$ cat src/rtl/dcache_data_pkg.sv
// Shared types and widths for the L1 data-array pipe.
// Lane request and response bundles.
package dcache_data_pkg;

  localparam int WAYS   = 8;
  localparam int ADDR_W = 12;
  localparam int DATA_W = 64;

  typedef struct packed {
    logic [WAYS-1:0]   way_en;
    logic [ADDR_W-1:0] addr;
    logic              valid;
  } lane_req_t;

  typedef struct packed {
    logic [1:0][DATA_W-1:0] data;
    logic [1:0]             lane_valid;
  } resp_t;

endpackage

$ cat src/rtl/dcache_data_if.sv
// Request, SRAM and response signals of the data-array pipe.
// slave = pipe side, master = arbiter/array/consumer side.
interface dcache_data_if;
  import dcache_data_pkg::*;

  logic                   req_valid;
  logic                   req_ready;
  logic                   req_write;
  logic [WAYS-1:0]        req_way_en_0;
  logic [WAYS-1:0]        req_way_en_1;
  logic [ADDR_W-1:0]      req_addr_0;
  logic [ADDR_W-1:0]      req_addr_1;
  logic                   req_lane_valid_0;
  logic                   req_lane_valid_1;
  logic [DATA_W-1:0]      req_wdata;

  logic                   sram_en;
  logic                   sram_we;
  logic [WAYS-1:0]        sram_way_en_0;
  logic [WAYS-1:0]        sram_way_en_1;
  logic [ADDR_W-1:0]      sram_addr_0;
  logic [ADDR_W-1:0]      sram_addr_1;
  logic [DATA_W-1:0]      sram_wdata;
  logic [WAYS*DATA_W-1:0] sram_rdata_0;
  logic [WAYS*DATA_W-1:0] sram_rdata_1;

  logic                   resp_valid;
  logic                   resp_ready;
  logic [DATA_W-1:0]      resp_data_0;
  logic [DATA_W-1:0]      resp_data_1;
  logic                   resp_lane_valid_0;
  logic                   resp_lane_valid_1;

  modport slave (
    input  req_valid, req_write,
    input  req_way_en_0, req_way_en_1,
    input  req_addr_0, req_addr_1,
    input  req_lane_valid_0, req_lane_valid_1,
    input  req_wdata,
    output req_ready,
    output sram_en, sram_we,
    output sram_way_en_0, sram_way_en_1,
    output sram_addr_0, sram_addr_1,
    output sram_wdata,
    input  sram_rdata_0, sram_rdata_1,
    output resp_valid,
    input  resp_ready,
    output resp_data_0, resp_data_1,
    output resp_lane_valid_0, resp_lane_valid_1
  );

  modport master (
    output req_valid, req_write,
    output req_way_en_0, req_way_en_1,
    output req_addr_0, req_addr_1,
    output req_lane_valid_0, req_lane_valid_1,
    output req_wdata,
    input  req_ready,
    input  sram_en, sram_we,
    input  sram_way_en_0, sram_way_en_1,
    input  sram_addr_0, sram_addr_1,
    input  sram_wdata,
    output sram_rdata_0, sram_rdata_1,
    input  resp_valid,
    output resp_ready,
    input  resp_data_0, resp_data_1,
    input  resp_lane_valid_0, resp_lane_valid_1
  );

endinterface

$ cat src/rtl/dcache_resp_queue.sv
// In-order response FIFO with registered head and valid.
// Head register is reloaded from next-state storage each cycle.
module dcache_resp_queue #(
  parameter  int DEPTH = 2,
  parameter  int WIDTH = 8,
  localparam int CW    = $clog2(DEPTH + 1)
) (
  input  logic             clk,
  input  logic             rst_n,
  input  logic             push_i,
  input  logic [WIDTH-1:0] data_i,
  input  logic             pop_i,
  output logic             valid_o,
  output logic [WIDTH-1:0] data_o,
  output logic [CW-1:0]    count_o
);

  localparam int PW = (DEPTH > 1) ? $clog2(DEPTH) : 1;

  logic [WIDTH-1:0] mem_q [DEPTH];
  logic [WIDTH-1:0] mem_d [DEPTH];
  logic [PW-1:0]    wptr_q, wptr_d;
  logic [PW-1:0]    rptr_q, rptr_d;
  logic [CW-1:0]    count_q, count_d;
  logic             valid_q, valid_d;
  logic [WIDTH-1:0] head_q, head_d;
  logic             pop;

  function automatic logic [PW-1:0] wrap_inc(
    input logic [PW-1:0] p
  );
    return (p == PW'(DEPTH - 1)) ? '0 : p + 1'b1;
  endfunction

  // Next storage, pointers, count and registered head.
  always_comb begin
    mem_d   = mem_q;
    wptr_d  = wptr_q;
    rptr_d  = rptr_q;
    pop     = pop_i & valid_q;
    if (push_i) begin
      mem_d[wptr_q] = data_i;
      wptr_d        = wrap_inc(wptr_q);
    end
    if (pop) begin
      rptr_d = wrap_inc(rptr_q);
    end
    count_d = count_q + CW'(push_i) - CW'(pop);
    valid_d = (count_d != '0);
    head_d  = mem_d[rptr_d];
  end

  // State registers.
  always_ff @(posedge clk or negedge rst_n) begin
    if (!rst_n) begin
      mem_q   <= '{default: '0};
      wptr_q  <= '0;
      rptr_q  <= '0;
      count_q <= '0;
      valid_q <= 1'b0;
      head_q  <= '0;
    end else begin
      mem_q   <= mem_d;
      wptr_q  <= wptr_d;
      rptr_q  <= rptr_d;
      count_q <= count_d;
      valid_q <= valid_d;
      head_q  <= head_d;
    end
  end

  assign valid_o = valid_q;
  assign data_o  = head_q;
  assign count_o = count_q;

  a_no_overflow: assert property (
    @(posedge clk) disable iff (!rst_n)
    !(push_i && (count_q == CW'(DEPTH)) && !pop)
  );

endmodule

$ cat src/rtl/dcache_data_array_pipe.sv
// Data-array access stage: drives the SRAM, way-selects
// read data a cycle later and queues it under credit control.
module dcache_data_array_pipe
  import dcache_data_pkg::*;
#(
  parameter int RESP_DEPTH = 2
) (
  input  logic         clock,
  input  logic         reset,
  dcache_data_if.slave bus
);

  localparam int CW = $clog2(RESP_DEPTH + 1);
  localparam int OW = CW + 1;
  localparam int RW = $bits(resp_t);

  lane_req_t            lane_0, lane_1;
  logic                 fire, req_ready, pop_ok;
  logic [OW-1:0]        outstanding;
  logic [CW-1:0]        q_count;
  logic                 q_valid;
  logic [RW-1:0]        q_head_raw;
  resp_t                q_head, s1_resp;
  logic                 s1_valid_q, s1_valid_d;
  logic [1:0]           s1_lv_q, s1_lv_d;
  logic [1:0][WAYS-1:0] s1_way_q, s1_way_d;
  logic [1:0][WAYS*DATA_W-1:0] rdata;

  assign rdata[0] = bus.sram_rdata_0;
  assign rdata[1] = bus.sram_rdata_1;

  // Credit check, accept and per-lane gating of the request.
  always_comb begin
    pop_ok      = q_valid & bus.resp_ready;
    outstanding = OW'(s1_valid_q) + OW'(q_count)
                - OW'(pop_ok);
    req_ready   = reset
                & (outstanding < OW'(RESP_DEPTH));
    fire        = bus.req_valid & req_ready;
    lane_0 = '{
      way_en: bus.req_way_en_0,
      addr:   bus.req_addr_0,
      valid:  fire & bus.req_lane_valid_0
    };
    lane_1 = '{
      way_en: bus.req_way_en_1,
      addr:   bus.req_addr_1,
      valid:  fire & ~bus.req_write
            & bus.req_lane_valid_1
    };
    s1_valid_d  = fire & ~bus.req_write;
    s1_lv_d     = {lane_1.valid, lane_0.valid};
    s1_way_d[0] = lane_0.valid ? lane_0.way_en : '0;
    s1_way_d[1] = lane_1.valid ? lane_1.way_en : '0;
  end

  // Stage-1 record of a read waiting for array data.
  always_ff @(posedge clock or negedge reset) begin
    if (!reset) begin
      s1_valid_q <= 1'b0;
      s1_lv_q    <= '0;
      s1_way_q   <= '0;
    end else begin
      s1_valid_q <= s1_valid_d;
      s1_lv_q    <= s1_lv_d;
      s1_way_q   <= s1_way_d;
    end
  end

  // Way select: OR of every enabled way per lane.
  always_comb begin
    s1_resp = '0;
    for (int l = 0; l < 2; l++) begin
      s1_resp.lane_valid[l] = s1_lv_q[l];
      for (int w = 0; w < WAYS; w++) begin
        if (s1_lv_q[l] && s1_way_q[l][w]) begin
          s1_resp.data[l] = s1_resp.data[l]
                          | rdata[l][w*DATA_W +: DATA_W];
        end
      end
    end
  end

  dcache_resp_queue #(
    .DEPTH (RESP_DEPTH),
    .WIDTH (RW)
  ) u_resp_q (
    .clk     (clock),
    .rst_n   (reset),
    .push_i  (s1_valid_q),
    .data_i  (s1_resp),
    .pop_i   (bus.resp_ready),
    .valid_o (q_valid),
    .data_o  (q_head_raw),
    .count_o (q_count)
  );

  assign q_head = resp_t'(q_head_raw);

  assign bus.req_ready     = req_ready;
  assign bus.sram_en       = fire;
  assign bus.sram_we       = fire & bus.req_write;
  assign bus.sram_way_en_0 = lane_0.valid ? lane_0.way_en : '0;
  assign bus.sram_way_en_1 = lane_1.valid ? lane_1.way_en : '0;
  assign bus.sram_addr_0   = lane_0.valid ? lane_0.addr : '0;
  assign bus.sram_addr_1   = lane_1.valid ? lane_1.addr : '0;
  assign bus.sram_wdata    = lane_0.valid ? bus.req_wdata : '0;

  assign bus.resp_valid        = q_valid;
  assign bus.resp_data_0       = q_head.data[0];
  assign bus.resp_data_1       = q_head.data[1];
  assign bus.resp_lane_valid_0 = q_head.lane_valid[0];
  assign bus.resp_lane_valid_1 = q_head.lane_valid[1];

endmodule
$ cat src/flat_wrapper.sv
// flat-port wrapper written by rule: the top's interface ports become plain ports
module dcache_data_array_pipe_flat import dcache_data_pkg::*;
#(
  parameter int RESP_DEPTH = 2
)
  (clock, reset, bus_req_valid, bus_req_write, bus_req_way_en_0, bus_req_way_en_1, bus_req_addr_0, bus_req_addr_1, bus_req_lane_valid_0, bus_req_lane_valid_1, bus_req_wdata, bus_req_ready, bus_sram_en, bus_sram_we, bus_sram_way_en_0, bus_sram_way_en_1, bus_sram_addr_0, bus_sram_addr_1, bus_sram_wdata, bus_sram_rdata_0, bus_sram_rdata_1, bus_resp_valid, bus_resp_ready, bus_resp_data_0, bus_resp_data_1, bus_resp_lane_valid_0, bus_resp_lane_valid_1);
  dcache_data_if bus_i ();
  input  logic clock;
  input  logic reset;
  input wire logic [$bits(bus_i.req_valid)-1:0] bus_req_valid;
  input wire logic [$bits(bus_i.req_write)-1:0] bus_req_write;
  input wire logic [$bits(bus_i.req_way_en_0)-1:0] bus_req_way_en_0;
  input wire logic [$bits(bus_i.req_way_en_1)-1:0] bus_req_way_en_1;
  input wire logic [$bits(bus_i.req_addr_0)-1:0] bus_req_addr_0;
  input wire logic [$bits(bus_i.req_addr_1)-1:0] bus_req_addr_1;
  input wire logic [$bits(bus_i.req_lane_valid_0)-1:0] bus_req_lane_valid_0;
  input wire logic [$bits(bus_i.req_lane_valid_1)-1:0] bus_req_lane_valid_1;
  input wire logic [$bits(bus_i.req_wdata)-1:0] bus_req_wdata;
  output wire logic [$bits(bus_i.req_ready)-1:0] bus_req_ready;
  output wire logic [$bits(bus_i.sram_en)-1:0] bus_sram_en;
  output wire logic [$bits(bus_i.sram_we)-1:0] bus_sram_we;
  output wire logic [$bits(bus_i.sram_way_en_0)-1:0] bus_sram_way_en_0;
  output wire logic [$bits(bus_i.sram_way_en_1)-1:0] bus_sram_way_en_1;
  output wire logic [$bits(bus_i.sram_addr_0)-1:0] bus_sram_addr_0;
  output wire logic [$bits(bus_i.sram_addr_1)-1:0] bus_sram_addr_1;
  output wire logic [$bits(bus_i.sram_wdata)-1:0] bus_sram_wdata;
  input wire logic [$bits(bus_i.sram_rdata_0)-1:0] bus_sram_rdata_0;
  input wire logic [$bits(bus_i.sram_rdata_1)-1:0] bus_sram_rdata_1;
  output wire logic [$bits(bus_i.resp_valid)-1:0] bus_resp_valid;
  input wire logic [$bits(bus_i.resp_ready)-1:0] bus_resp_ready;
  output wire logic [$bits(bus_i.resp_data_0)-1:0] bus_resp_data_0;
  output wire logic [$bits(bus_i.resp_data_1)-1:0] bus_resp_data_1;
  output wire logic [$bits(bus_i.resp_lane_valid_0)-1:0] bus_resp_lane_valid_0;
  output wire logic [$bits(bus_i.resp_lane_valid_1)-1:0] bus_resp_lane_valid_1;
  assign bus_i.req_valid = bus_req_valid;
  assign bus_i.req_write = bus_req_write;
  assign bus_i.req_way_en_0 = bus_req_way_en_0;
  assign bus_i.req_way_en_1 = bus_req_way_en_1;
  assign bus_i.req_addr_0 = bus_req_addr_0;
  assign bus_i.req_addr_1 = bus_req_addr_1;
  assign bus_i.req_lane_valid_0 = bus_req_lane_valid_0;
  assign bus_i.req_lane_valid_1 = bus_req_lane_valid_1;
  assign bus_i.req_wdata = bus_req_wdata;
  assign bus_req_ready = bus_i.req_ready;
  assign bus_sram_en = bus_i.sram_en;
  assign bus_sram_we = bus_i.sram_we;
  assign bus_sram_way_en_0 = bus_i.sram_way_en_0;
  assign bus_sram_way_en_1 = bus_i.sram_way_en_1;
  assign bus_sram_addr_0 = bus_i.sram_addr_0;
  assign bus_sram_addr_1 = bus_i.sram_addr_1;
  assign bus_sram_wdata = bus_i.sram_wdata;
  assign bus_i.sram_rdata_0 = bus_sram_rdata_0;
  assign bus_i.sram_rdata_1 = bus_sram_rdata_1;
  assign bus_resp_valid = bus_i.resp_valid;
  assign bus_i.resp_ready = bus_resp_ready;
  assign bus_resp_data_0 = bus_i.resp_data_0;
  assign bus_resp_data_1 = bus_i.resp_data_1;
  assign bus_resp_lane_valid_0 = bus_i.resp_lane_valid_0;
  assign bus_resp_lane_valid_1 = bus_i.resp_lane_valid_1;
  dcache_data_array_pipe #(.RESP_DEPTH(RESP_DEPTH)) u_core (.clock(clock), .reset(reset), .bus(bus_i));
endmodule
$ cat config.mk
export PLATFORM = sky130hd
export DESIGN_NAME = dcache_data_array_pipe_flat
export DESIGN_NICKNAME = d
export VERILOG_FILES = /design/src/rtl/dcache_data_pkg.sv /design/src/rtl/dcache_data_if.sv /design/src/rtl/dcache_resp_queue.sv /design/src/rtl/dcache_data_array_pipe.sv /design/src/flat_wrapper.sv
export SDC_FILE = /design/constraint.sdc
export NUM_CORES = 1
export LEC_CHECK = 0
export ABC_AREA = 0
export BUFFER_PORTS_ARGS = -buffer_cell sky130_fd_sc_hd__buf_4
export CAP_MARGIN = 40
export CORE_AREA = 2 2 534 536
export DETAILED_ROUTE_END_ITERATION = 7
export DIE_AREA = 0 0 536 538
export GPL_TIMING_DRIVEN = 0
export SLEW_MARGIN = 10
export SYNTH_ARGS = -nofsm -noshare
export SYNTH_HDL_FRONTEND = slang
export SYNTH_SLANG_ARGS = --single-unit
$ cat constraint.sdc
create_clock -name clock -period 3.08 [get_ports clock]
set_input_delay 0.462 -clock clock [delete_from_list [all_inputs] [get_ports clock]]
set_output_delay 0.462 -clock clock [all_outputs]
set_load 0.01 [all_outputs]
==> results of run 1 <==
path summary, 6_finish.rpt:
path,startpoint,endpoint,slack [ns],cells after the start
setup / recovery,u_core.u_resp_q.valid_o,bus_sram_wdata[50],-0.83,16
min in group clock,bus_req_way_en_1[7],u_core.s1_way_q[15],0.11,3
hold reg to reg,u_core.u_resp_q.mem_q[1],u_core.u_resp_q.mem_q[1],0.48,1
setup reg to reg,u_core.s1_valid_q,u_core.u_resp_q.mem_q[119],0.12,8
max in group asynchronous,reset,u_core.u_resp_q.mem_q[104],1.81,3
hold / removal,reset,u_core.u_resp_q.data_o[21],-0.26,1
critical path: cells and delay by family, from the launching register on:
family	cells	cell delay, ns
DFF	1	0.38
adders and majority gates	3	0.88
buffers and inverters	10	1.02
and+or+nand+nor	3	0.49
kinds of logic after synthesis:
family,Yosys count,synth area share
compound gates,768,0.230
xor+xnor,3,0.00152
fa+ha+maj,3,0.00202
buf+inv,237,0.0508
flops,414,0.465
mux,263,0.119
simple gates,626,0.132
area by class of cell:
cell class / count / area share
flip-flops and latches: 414 / 0.250
diodes: 79 / 0.00478
plain buffers: 227 / 0.0302
repair buffers: 1443 / 0.284
clock inverters: 21 / 0.00466
multi-input cells: 1663 / 0.274
well taps: 3762 / 0.114
inverters: 7 / 0.000817
clock buffers: 78 / 0.0373
flip-flops by register name, indices dropped and copies added, names as in the netlist:
signal / count
u_core.s1_lv_q: 2
u_core.s1_valid_q: 1
u_core.s1_way_q: 16
u_core.u_resp_q.count_o: 2
u_core.u_resp_q.data_o: 130
u_core.u_resp_q.mem_q: 260
u_core.u_resp_q.rptr_q: 1
u_core.u_resp_q.valid_o: 1
u_core.u_resp_q.wptr_q: 1
layer usage:
layer	global-route usage	wire (um)
met4	0.115	20000
met2	0.259	111000
met3	0.0587	21800
met1	0.151	78500
met5	0.00197	345
power breakdown:
part	total [mW]	switching, mW	internal, mW	leakage [nW]
clock	6.50	2.86	3.64	0.848
combinational	13.0	7.21	5.75	12.5
sequential	9.35	1.21	8.14	4.98
total	28.8	11.3	17.5	18.4
timing repair:
item / in CTS / in global routing
setup endpoints to repair: 313 / 107
cloned: 9 / 0
pin swaps: 56 / 29
endpoints found under the hold margin: 65 / 60
buffers inserted: 27 / 6
resized for setup: 304 / 37
cells in the final DEF (no fill, tap or decap), types with 13 or more instances in the layout:
cell type  instances
clkbuf_2          13
nand4_1          129
o21ai_1          256
buf_12            18
buf_2             21
mux2i_1          256
clkbuf_1         133
clkbuf_16         60
diode_2           79
buf_6            121
and3_4            85
nand2_1          384
a22oi_1          512
dfrtp_1          414
buf_8             30
buf_1             33
and2_4            20
buf_4           1293
stage by stage:
| stage | setup TNS, ns | util | worst slack [ns] | cells |
|---|---|---|---|---|
| finish | -78.64 | 0.146 | -0.828 | 7694 |
| floorplan | 0 | - | 0.0957 | 2314 |
| global route | -97.75 | 0.146 | -1.00 | 7656 |
| global placement | -2296.53 | 0.132 | -7.06 | 7447 |
| CTS | -86.68 | 0.145 | -0.960 | 7618 |
| detailed placement | -161.58 | 0.134 | -1.21 | 7479 |
==> key figures, run 1 <==
Global routing
  • Vias in the first global route: 27,700
  • Largest net degree at the start of global routing: 94
  • GRT Overall Usage: 0.152
  • First-pass GRT wire length: 285,000 um
  • Global route total overflow: 0
  • Initial antenna violation count: 156

Clock tree
  • Clock transition at path regs: 0.06 ns
  • Htree depth: 2
  • # hold bufs at CTS: 5
  • Total CTS buffers: 53
  • CTS tree: yes
  • Sink Count: 414
  • Clock insertion delay at the later pin of the skew report: 0.70 ns
  • Root Driver: clkbuf_16
  • Clk buf depth: 3

Route
  • DR pass1 iterations: 6
  • Remaining DRCs: 0
  • Drt wl/cell: 30.1 um
  • Routed vias: 27,600
  • Post-Route WL: 232,000 um
  • Routed vias/inst: 3.58
  • Iter 0 DRT Violations: 2,261
  • Remaining antenna violation count: 0

Logic synthesis
  • Synth top area share: 0.465
  • Top cells by count, synth: 512 x a22oi_1, 414 x dfrtp_1, 386 x nand2_1
  • Most frequent cell after synthesis: a22oi_1
  • Ys Warns: 0
  • Seq/Total Area, Yosys: 0.465
  • Syn_area_per_cell: 9.63 um2
  • Dominant synthesized flop cell: dfrtp_1
  • Syn nets: 3,452
  • Post-synthesis instance area: 22,300 um2
  • EDFF count, synth: 0
  • Cells after Synth: 2,314
  • Yosys top cell by area: dfrtp_1
  • Register bit total from synthesis: 414
  • Asr flop ratio synth: 1.00
  • Synth area leaders: dfrtp_1 46%, a22oi_1 17%, mux2i_1 11%
  • Cell variety after synth: 28

Critical path
  • Worst EP required: 2.62 ns
  • Crit-path cells: nand2_2, inv_2, ha_4, inv_4, ha_4, inv_2, fa_2, nand4_1, buf_4, inv_6, buf_12, buf_8, buf_6, buf_8, and3_4, buf_6
  • Slowest stage cell, crit path: fa_2
  • Worst path max stage delay: 0.54 ns
  • CP Class: reg -> out
  • Critical Path AT: 3.45 ns
  • CP Max Fanout: 6
  • Crit end category: primary output
  • Critical Path Start Type: register

Worst hold path
  • Worst hold path type: in -> async

Floorplanning
  • Die width: 536 um
  • DIE HEIGHT: 538 um
  • Initial Util: 0.0787
  • Top Ports: 1,373
  • Die Footprint: 288,000 um2
  • FP Rows: 196
  • Core area: 283,000 um2

Layout
  • FF/Latch Area: 10,400 um2
  • Area occupied by multi-input gates: 11,300 um2
  • Share of layout cells above drive strength 1: 0.446
  • Fill cells: 32,400
  • Nets@finish: 4,947
  • Area growth syn-to-layout: 85.6%
  • Final Cell Area: 41,400 um2

Place
  • Routability Congestion: 1.02
  • Placement Cell Area: 37,900 um2
  • Detailed Place HPWL: 198,000 um
  • IO Port Bufs: 1,371

Power and ir drop
  • Leak: 18.4 nW
  • Power density over the cells: 697 nW/um2
  • Overall power: 28.8 mW
  • VDD IR max: 0.405 mV

STA
  • Final Hold Slack: -0.265 ns
  • Final setup viols: 107
  • Setup Skew: 0.0452 ns
  • Setup ws final: -0.828 ns
  • Max-slew violations: 0
  • Worst Tran Pin Value: 1.09 ns
  • Period utilization: 1.27
  • Min Tclk post-route: 3.91 ns
  • Final hold viol count: 60
  • RSZ-0062 raised after global routing: yes
  • Achievable frequency: 256 MHz
  • Rel. slew slack: 0.271

Run status
  • Status: complete, but fails checks
  • Violated checks: hold timing, setup timing

Job
  • Max_cap viols: 0
(Power assumes the default switching activity.)
==> run 2: changes to the inputs <==
- CORE_AREA: 2 2 534 536 -> 3 3 535 537
- DIE_AREA: 0 0 536 538 -> 0 0 538 540
==> key figures, run 2 (same netlist as run 1, synthesis figures left out) <==
Floorplanning
  • Initial Util: 0.0790
  • DIE HEIGHT: 540 um
  • FP Rows: 195
  • Die width: 538 um
  • Core area: 282,000 um2
  • Die Footprint: 291,000 um2
  • Top Ports: 1,373

Power and ir drop
  • Clk network pwr share: 0.237
  • Flop pwr share: 0.321
  • Internal power: 17.9 mW
  • Power density over the cells: 701 nW/um2
  • Logic pwr share: 0.442
  • Switch share: 0.385
  • Leak: 18.5 nW
  • Psw: 11.2 mW
  • VDD IR max: 0.404 mV

Critical path
  • Critical Path Start Type: register
  • CP Depth: 14
  • RR Startpoint: u_core.s1_valid_q
  • Worst EP required: 2.62 ns
  • Critical Path AT: 3.31 ns
  • Crit-path cells: nand2_2, inv_2, ha_4, inv_2, ha_4, inv_2, fa_2, xnor2_2, nand4_1, nor3b_2, buf_6, clkbuf_16, and2_4, buf_6
  • CP Class: reg -> out
  • Most used cell, CP: inv_2
  • Worst path max stage delay: 0.39 ns
  • Flop-to-flop setup slack: -0.16 ns
  • Crit end category: primary output
  • CP delay by family, top: simple AND/OR/NAND/NOR gates
  • Worst Path Buf+Inv: 6
  • CP Max Fanout: 5
  • Slowest stage cell, crit path: dfrtp_1
  • Worst R2R End: u_core.u_resp_q.mem_q[117]
  • Worst Reg2Reg Path Length in Cells: 8

Layout
  • Max reg flops: 260
  • Area occupied by multi-input gates: 11,300 um2
  • FF/Latch Area: 10,400 um2
  • Area growth syn-to-layout: 86.2%
  • Largest register by flop count: u_core.u_resp_q.mem_q
  • Fill cells: 32,200
  • Commonest cells after routing, fill and taps aside: 1,296 x buf_4, 512 x a22oi_1, 414 x dfrtp_1, 385 x nand2_1
  • Nets@finish: 4,946
  • Share of layout cells above drive strength 1: 0.447
  • Most common cell after layout, fill and taps aside: buf_4
  • Fin cells: 7,670

STA
  • Final hold viol count: 79
  • RSZ-0062 raised after global routing: yes
  • Min Tclk post-route: 3.77 ns
  • Setup Skew: 0.0232 ns
  • Setup TNS: -66.32 ns
  • Max-slew violations: 0
  • Achievable frequency: 265 MHz
  • Final Hold Slack: -0.174 ns
  • Period utilization: 1.22
  • Worst Tran Pin Value: 1.00 ns
  • Setup ws final: -0.691 ns
  • Rel. slew slack: 0.334
  • Final setup viols: 145

Global routing
  • Largest net degree at the start of global routing: 99
  • Global route total overflow: 0
  • First-pass GRT wire length: 285,000 um
  • Vias in the first global route: 28,100
  • GRT Overall Usage: 0.151
  • Initial antenna violation count: 161

Clock tree
  • Root Driver: clkbuf_16
  • Htree depth: 2
  • Sink Count: 414
  • Total CTS buffers: 55
  • Clock transition at path regs: 0.06 ns
  • Clock insertion delay at the later pin of the skew report: 0.68 ns
  • Clk buf depth: 3
  • # hold bufs at CTS: 14
  • CTS tree: yes

Route
  • Drt wl/cell: 30.2 um
  • Post-Route WL: 231,000 um
  • DR pass1 iterations: 5
  • Iter 0 DRT Violations: 2,302
  • Routed vias: 27,600
  • Routed vias/inst: 3.59
  • Remaining DRCs: 0
  • Remaining antenna violation count: 0

Place
  • IO Port Bufs: 1,371
  • Routability Congestion: 1.01
  • Detailed Place HPWL: 197,000 um
  • Placed cells: 7,454

Worst hold path
  • Worst hold path type: in -> async

Run status
  • Status: complete, but fails checks
  • Violated checks: hold timing, setup timing

Job
  • Max_cap viols: 0
[run 2: power groups by stage]
stage | sequential (mW) | combinational (mW) | clock, mW
floorplan | 9.57 | 5.41 | 0
global placement | 9.32 | 12.2 | 0
detailed placement | 9.40 | 12.4 | 0
CTS | 9.32 | 13.0 | 7.19
global route | 9.65 | 13.8 | 7.34
finish | 9.34 | 12.9 | 6.89
[run 2: per-stage QoR]
step | area (um2) | total power, mW | setup WS, ns | utilization
2_1_floorplan | 22300 | 15.0 | 0.0957 | -
3_3_place_gp | 37300 | 21.5 | -6.89 | 0.132
3_5_place_dp | 37800 | 21.8 | -1.27 | 0.134
4_1_cts | 41300 | 29.6 | -0.796 | 0.146
5_1_grt | 41500 | 30.8 | -0.883 | 0.147
6_report | 41500 | 29.1 | -0.691 | 0.147
[run 2: final cells by class]
cell class / instances / area share
Tap cell: 3743 / 0.113
Sequential cell: 414 / 0.250
Timing Repair Buffer: 1438 / 0.282
Antenna cell: 72 / 0.00434
Buffer: 229 / 0.0317
Multi-Input combinational cell: 1663 / 0.272
Clock inverter: 31 / 0.00853
Clock buffer: 73 / 0.0375
Inverter: 7 / 0.000934
[run 2: worst max-delay path by stage]
stage / from / to / slack, ns
final: u_core.u_resp_q.valid_o / bus_sram_way_en_1[5] / -0.69
after global routing: u_core.u_resp_q.valid_o / bus_sram_way_en_1[4] / -0.88
after CTS: u_core.u_resp_q.valid_o / bus_sram_way_en_1[5] / -0.80
after detailed placement: reset / bus_sram_wdata[59] / -1.27
after global placement: reset / bus_sram_way_en_1[5] / -6.89
after floorplan: bus_resp_ready / bus_sram_way_en_1[0] / 0.1
[run 2: timing repair]
action                     4_1_cts  5_1_grt
setup buffers                   16        3
gates resized for setup        304       17
hold endpoints to repair        57       79
setup endpoints to repair      351      209
cloned                          10        0
pin swaps                       67        7
[run 2: metal layers]
| metal | track usage | up-vias | wire [um] |
|---|---|---|---|
| met2 | 0.259 | 1712 | 112000 |
| met1 | 0.154 | 13400 | 81000 |
| met3 | 0.0486 | 577 | 18700 |
| met5 | 0 | - | 467 |
| met4 | 0.108 | 68 | 19200 |
| li1 | - | 11800 | - |
